**src/rtl/uart_rx_monitor_if.sv**
```systemverilog
// Receive-side bundle of the UART monitor:
// serial line in, received byte and status out.
interface uart_rx_monitor_if;
  logic       rxd;
  logic [7:0] data;
  logic       data_valid;
  logic       frame_error;
  logic       busy;
  logic [9:0] rx_count;

  modport master (
    input  rxd,
    output data,
    output data_valid,
    output frame_error,
    output busy,
    output rx_count
  );

  modport slave (
    output rxd,
    input  data,
    input  data_valid,
    input  frame_error,
    input  busy,
    input  rx_count
  );
endinterface

```
**src/rtl/uart_rx_monitor.sv**
```systemverilog
// 8N1 UART receiver: mid-bit sampling, byte strobe,
// framing-error strobe and a good-byte counter.
module uart_rx_monitor #(
  parameter int CLKS_PER_BIT = 16
) (
  input logic          clk,
  input logic          rst,
  uart_rx_monitor_if.master bus
);

  localparam int TW = $clog2(CLKS_PER_BIT);
  localparam logic [TW-1:0] T_LAST =
    TW'(CLKS_PER_BIT - 1);
  localparam logic [TW-1:0] T_HALF =
    TW'(CLKS_PER_BIT / 2 - 1);

  typedef enum logic [2:0] {
    IDLE,
    START,
    DATA,
    STOP,
    WAIT_HIGH
  } state_t;

  state_t        state, state_n;
  logic          sync1, rxs;
  logic [TW-1:0] timer, timer_n;
  logic [2:0]    idx, idx_n;
  logic [7:0]    shreg, shreg_n;
  logic [7:0]    data_q, data_n;
  logic          dv_q, dv_n;
  logic          fe_q, fe_n;
  logic [9:0]    cnt_q, cnt_n;

  always_comb begin
    state_n = state;
    timer_n = timer + 1'b1;
    idx_n   = idx;
    shreg_n = shreg;
    data_n  = data_q;
    dv_n    = 1'b0;
    fe_n    = 1'b0;
    cnt_n   = cnt_q;
    unique case (state)
      IDLE: begin
        timer_n = '0;
        if (!rxs) state_n = START;
      end
      START: begin
        if (timer == T_HALF) begin
          timer_n = '0;
          idx_n   = 3'd0;
          state_n = rxs ? IDLE : DATA;
        end
      end
      DATA: begin
        if (timer == T_LAST) begin
          timer_n = '0;
          shreg_n = {rxs, shreg[7:1]};
          idx_n   = idx + 3'd1;
          if (idx == 3'd7) state_n = STOP;
        end
      end
      STOP: begin
        if (timer == T_LAST) begin
          timer_n = '0;
          if (rxs) begin
            data_n  = shreg;
            dv_n    = 1'b1;
            cnt_n   = cnt_q + 10'd1;
            state_n = IDLE;
          end else begin
            fe_n    = 1'b1;
            state_n = WAIT_HIGH;
          end
        end
      end
      WAIT_HIGH: begin
        // a held-low break must not look like new starts
        timer_n = '0;
        if (rxs) state_n = IDLE;
      end
      default: begin
        timer_n = '0;
        state_n = IDLE;
      end
    endcase
  end

  always_ff @(posedge clk) begin
    if (!rst) begin
      sync1 <= 1'b1;
      rxs   <= 1'b1;
      state <= IDLE;
      timer <= '0;
      idx   <= 3'd0;
      shreg <= 8'h00;
      data_q <= 8'h00;
      dv_q  <= 1'b0;
      fe_q  <= 1'b0;
      cnt_q <= 10'd0;
    end else begin
      sync1 <= bus.rxd;
      rxs   <= sync1;
      state <= state_n;
      timer <= timer_n;
      idx   <= idx_n;
      shreg <= shreg_n;
      data_q <= data_n;
      dv_q  <= dv_n;
      fe_q  <= fe_n;
      cnt_q <= cnt_n;
    end
  end

  assign bus.data        = data_q;
  assign bus.data_valid  = dv_q;
  assign bus.frame_error = fe_q;
  assign bus.rx_count    = cnt_q;
  assign bus.busy        = (state != IDLE);

endmodule

```
**src/flat_wrapper.sv**
```systemverilog
// flat-port wrapper written by rule: the top's interface ports become plain ports
module uart_rx_monitor_flat 
#(
  parameter int CLKS_PER_BIT = 16
)
  (clk, rst, bus_rxd, bus_data, bus_data_valid, bus_frame_error, bus_busy, bus_rx_count);
  uart_rx_monitor_if bus_i ();
  input logic clk;
  input logic rst;
  input wire logic [$bits(bus_i.rxd)-1:0] bus_rxd;
  output wire logic [$bits(bus_i.data)-1:0] bus_data;
  output wire logic [$bits(bus_i.data_valid)-1:0] bus_data_valid;
  output wire logic [$bits(bus_i.frame_error)-1:0] bus_frame_error;
  output wire logic [$bits(bus_i.busy)-1:0] bus_busy;
  output wire logic [$bits(bus_i.rx_count)-1:0] bus_rx_count;
  assign bus_i.rxd = bus_rxd;
  assign bus_data = bus_i.data;
  assign bus_data_valid = bus_i.data_valid;
  assign bus_frame_error = bus_i.frame_error;
  assign bus_busy = bus_i.busy;
  assign bus_rx_count = bus_i.rx_count;
  uart_rx_monitor #(.CLKS_PER_BIT(CLKS_PER_BIT)) u_core (.clk(clk), .rst(rst), .bus(bus_i));
endmodule
```
**config.mk**
```make
export PLATFORM = sky130hd
export DESIGN_NAME = uart_rx_monitor_flat
export DESIGN_NICKNAME = d
export VERILOG_FILES = /design/src/rtl/uart_rx_monitor_if.sv /design/src/rtl/uart_rx_monitor.sv /design/src/flat_wrapper.sv
export SDC_FILE = /design/constraint.sdc
export NUM_CORES = 1
export LEC_CHECK = 0
export CORE_MARGIN = 1
export CORE_UTILIZATION = 26
export DETAILED_ROUTE_END_ITERATION = 6
export PLACE_DENSITY = 0.49
export SLEW_MARGIN = 40
export SYNTH_ARGS = -nofsm -noshare
export SYNTH_HDL_FRONTEND = slang
export SYNTH_SLANG_ARGS = --single-unit
```
**constraint.sdc**
```tcl
create_clock -name clk -period 2 [get_ports clk]
set_input_delay 0.6 -clock clk [delete_from_list [all_inputs] [get_ports clk]]
set_output_delay 0.6 -clock clk [all_outputs]
set_load 0.03 [all_outputs]
```
-- After elaboration in Yosys (flattened, before gate mapping)
Index checks and enable logic that the tools add are counted.
- input port bits: 3
- output and inout port bits: 21
- logic and storage cells: 52
- flip-flop bits (word level): 40
- equality and inequality tests: 13
- add/subtract/negate cells: 3
- reduce and logical (&&, ||, !) cells: 9
- mux-type cells: 17
- operators by type and width (kind ; number):
    2-to-1 mux 3 bit ; 9
    case mux 3 bit (5 select lines) ; 1
    adder 10 x 1 -> 10 bit (second input constant) ; 1
    != test 2 x 1 -> 1 bit (second input constant) ; 5
    AND reduction 3 bit ; 3
    2-to-1 mux 4 bit ; 2
    case mux 4 bit (2 select lines) ; 1
    equality test 3 x 2 -> 1 bit (second input constant) ; 2
    equality test 3 bit (second input constant) ; 2
    case mux 3 bit (2 select lines) ; 1
    AND reduction 6 bit ; 1
    adder 4 x 1 -> 4 bit (second input constant) ; 1
    equality test 4 x 3 -> 1 bit (second input constant) ; 1
    equality test 4 bit (second input constant) ; 1
    adder 3 x 1 -> 3 bit (second input constant) ; 1
    equality test 3 x 1 -> 1 bit (second input constant) ; 1
    zero test 3 bit ; 1
    nonzero test 3 bit ; 1
    2-to-1 mux 1 bit ; 2
    2-to-1 mux 2 bit ; 1
    != test 2 bit (second input constant) ; 1
    AND reduction 2 bit ; 1
    nonzero test 2 bit ; 1
    OR reduction 2 bit ; 1

-- Longest topological paths before layout
Gate-level depths: netlist (run 1).
- depth after elaboration: 4
- gate-level depth with buffers: 6
- mapped depth without buffers: 5

-- Worst setup path after synthesis (run 1)
Ideal clock, no wire load.
- path kind: register -> output
- start: register u_core.state[0]
- end: output port bus_busy
- slack: 365 ps
- data required time: 1400 ps
- cell stages (with the launch flop): 3
- buffers on the path: 1
- data arrival time: 1035 ps
- cells stage by stage: dfxtp_1 clkbuf_1 or3_1
- longest elaborated chain between the ends: 1
- RTL lines (element ; line ; text):
    start: declaration ; uart_rx_monitor.sv:25 ; state_t state, state_n;
    start signal: assignment ; uart_rx_monitor.sv:105 ; state <= state_n;
    nonzero test 3 bit ; uart_rx_monitor.sv:120 ; assign bus.busy = (state != IDLE);
    end: declaration ; flat_wrapper.sv:14 ; output wire logic [$bits(bus_i.busy)-1:0] bus_busy;
No other way between the ends.

-- Worst setup path in the final report (run 1)
Ends and elaborated chain as after synthesis.

==> metrics.txt, run 1 <==
Req. time, crit path=1.40 ns; DR pass1 iterations=6; synth warn=0; CP max stage delay=0.36 ns; FP Rows=29; maximum VDD drop=0.000291 V; initial DRC count=55; Setup violations, final=0; Slew @ Worst Pin=0.480 ns; Initial Utilization=27.3%; Avg Cell Area, Syn=9.74 sq um; startpoint types=flop; Tot GR Track Use=10.1%; post-synthesis sequential area ratio=45.7%; post-placement cell area=2090 sq um; crit share post-route=96.5%; IO buf count=23; Hold Fails Final Rpt=0; vias per std cell=4.58; die area=7070 sq um; CP max-delay cell=or3_1; n_diodes=0; per-cell routed wire length=11.3 microns; FF+latch area=801 sq um; share of cells above drive strength 1=9.13%; largest net degree at the start of global routing=39; first-pass GRT wire length=5630 microns; synthesized cell area=1750 sq um; Nets=214; clock sinks=40; RSZ-0062 raised after global routing=no; drc violations=4; Syn Inst Count=180; Setup Crit Path Kind=flop to output port; Clock Latency Late Sink=0.29 ns; placed cell count=277; fmax=518 MHz; fin. max-slew vios=0; status=finished, violations left; Yosys cell types=38; Mapped Nets=187; H-tree Lvls=2; Worst EP arrival=1.33 ns; global route overflow=0; flops & latches, synth=40; RD Place Congestion=0.766; clock root cell=clkbuf_8; TritonCTS Buffers=5; Total Wirelength=3230 microns; failing checks=design-rule violations; most frequent cells in the layout=40 x dfxtp_1, 20 x mux2i_1, 16 x nor2b_1, 14 x clkdlybuf4s50_1; CTS clock-pin slew for the worst setup and hold paths=0.08 ns; Area Growth Syn to Fin=25.8%; vias after detailed routing=1304; Die Y=84.1 microns; IO Pins=24; commonest non-fill, non-tap cell in the layout=dfxtp_1; WHS Path Cells=1; CP Capture Type=output port; clock skew=0.00301 ns; Max FO, Critical Path=2; Total Power=1520 uW; CTS tree=done; Worst Reg-to-Reg Cells=5; area of the multi-input gates=898 sq um; final critical-path required period=1.93 ns; post-layout instance area=2210 sq um; vias in the first global route=1234; Leakage=0.000851 uW; max_cap viols=0; Setup TNS Final=0 ns; Final ANT Viol Nets=0; Clock Path Buffers=2; slew margin rel.=67.8%; PwrDens=691 nW/um^2; DP HPWL=2220 microns; CORE AREA=6420 sq um; non-filler cells, final=285; CP Cell Sequence=or3_1 -> dlygate4sd2_1; final core utilization=34.3%; Chip Width=84.1 microns; # fillers=657; worst hold path class=flop to flop; initial antenna violation count=0; total setup buffers inserted after CTS=0
## kinds of logic (layout without fill, tap and decap cells)
kind of cell | count (synthesis) | count (layout) | share of synthesized area, %
and+or+nand+nor | 81 | 81 | 27.2
DFF | 40 | 40 | 45.7
muxes | 21 | 21 | 12.1
AOI/OAI and AO/OA | 16 | 16 | 5.64
buffers and inverters | 11 | 39 | 3.07
xor gates and xnor gates | 7 | 7 | 3.50
adders and majority gates | 4 | 4 | 2.86
## Yosys cell counts, drive strengths merged
cell,number,area share (%)
nor3,9,2.6
or3,1,0.36
a21oi,3,0.86
or2,2,0.86
nor4,2,0.71
and3b,3,1.5
or4,1,0.43
dfxtp,40,46
a311oi,1,0.50
clkbuf,5,1.1
buf,4,1.6
nand3,10,3.6
nand3b,1,0.43
a211oi,1,0.43
inv,2,0.43
mux2i,20,11
o21ai,6,1.7
xnor2,1,0.50
mux2,1,0.64
nand2b,5,1.8
o31ai,2,0.86
o211ai,1,0.43
nor2b,16,5.7
nor2,8,1.7
nand4,1,0.36
nand2,9,1.9
nand4b,1,0.50
and3,2,1.0
nor3b,3,1.3
ha,4,2.9
a21boi,2,0.86
xor2,6,3.0
and2,7,2.5
## routing by layer
metal  track usage (%)  up-vias  part of all wire, %
met5                 0        -                    0
met2              16.5       21                   47
met3              3.26        5                  3.8
li1                  -      679                    -
met1              12.2      599                   48
met4              4.23        0                  1.7
## through the flow
stage	setup WS, ns	hold slack (ns)
after floorplan	0.365	0.386
after detailed placement	0.136	0.394
final	0.0699	0.412
after CTS	0.00688	0.416
after global routing	0.0164	0.422
after global placement	0.161	0.420
## final cells by class
class | count | share of cell area (%)
multi-input cells | 129 | 40.7
flip-flops and latches | 40 | 36.3
repair buffers | 29 | 13.0
well taps | 77 | 4.37
clock buffers | 5 | 3.12
clock inverters | 3 | 2.10
inverters | 2 | 0.340
## worst paths after layout
path,from,end,slack [ns]
max,u_core.state[0],bus_busy,0.07
min,u_core.sync1,u_core.rxs,0.41
max reg2reg,u_core.timer[0],u_core.bus.rx_count[7],0.30
min reg2reg,u_core.sync1,u_core.rxs,0.41
## worst max-delay path: cells and delay by family, from the launching register on
kind | cells | cell delay, ns
buffers and inverters | 1 | 0.36
flip-flops | 1 | 0.31
AND/OR/NAND/NOR | 1 | 0.36
## where the power goes
group          internal (uW)  switching, uW  total [uW]
Clock                    376            303         679
Combinational           20.7           23.3        44.0
Sequential               799           2.85         802
Total                   1200            329        1520
## sequential cells by signal, indices dropped and copies added (netlist names)
name and flops:
u_core.bus.frame_error 1, u_core.state 3, u_core.idx 3, u_core.bus.data_valid 1
u_core.shreg 8, u_core.sync1 1, u_core.bus.rx_count 10, u_core.timer 4
u_core.rxs 1, u_core.bus.data 8
## timing repair
action                     CTS  global route
pin swaps                    0             0
gates resized for setup      6             3
gates cloned                 0             0
hold buffers                 0             0
setup endpoints to repair    6             3
No activity file was read; power rests on OpenSTA's default activity.
==> run 2: changes to the inputs <==
--- a/config.mk
+++ b/config.mk
@@ -7,6 +7,7 @@
 export LEC_CHECK = 0
 export CORE_MARGIN = 1
 export CORE_UTILIZATION = 26
+export CTS_CLUSTER_SIZE = 20
 export DETAILED_ROUTE_END_ITERATION = 6
 export PLACE_DENSITY = 0.49
 export SLEW_MARGIN = 40
==> results of run 2 <==
Same layout as run 1: the final DEF is identical, and so are final timing and power.
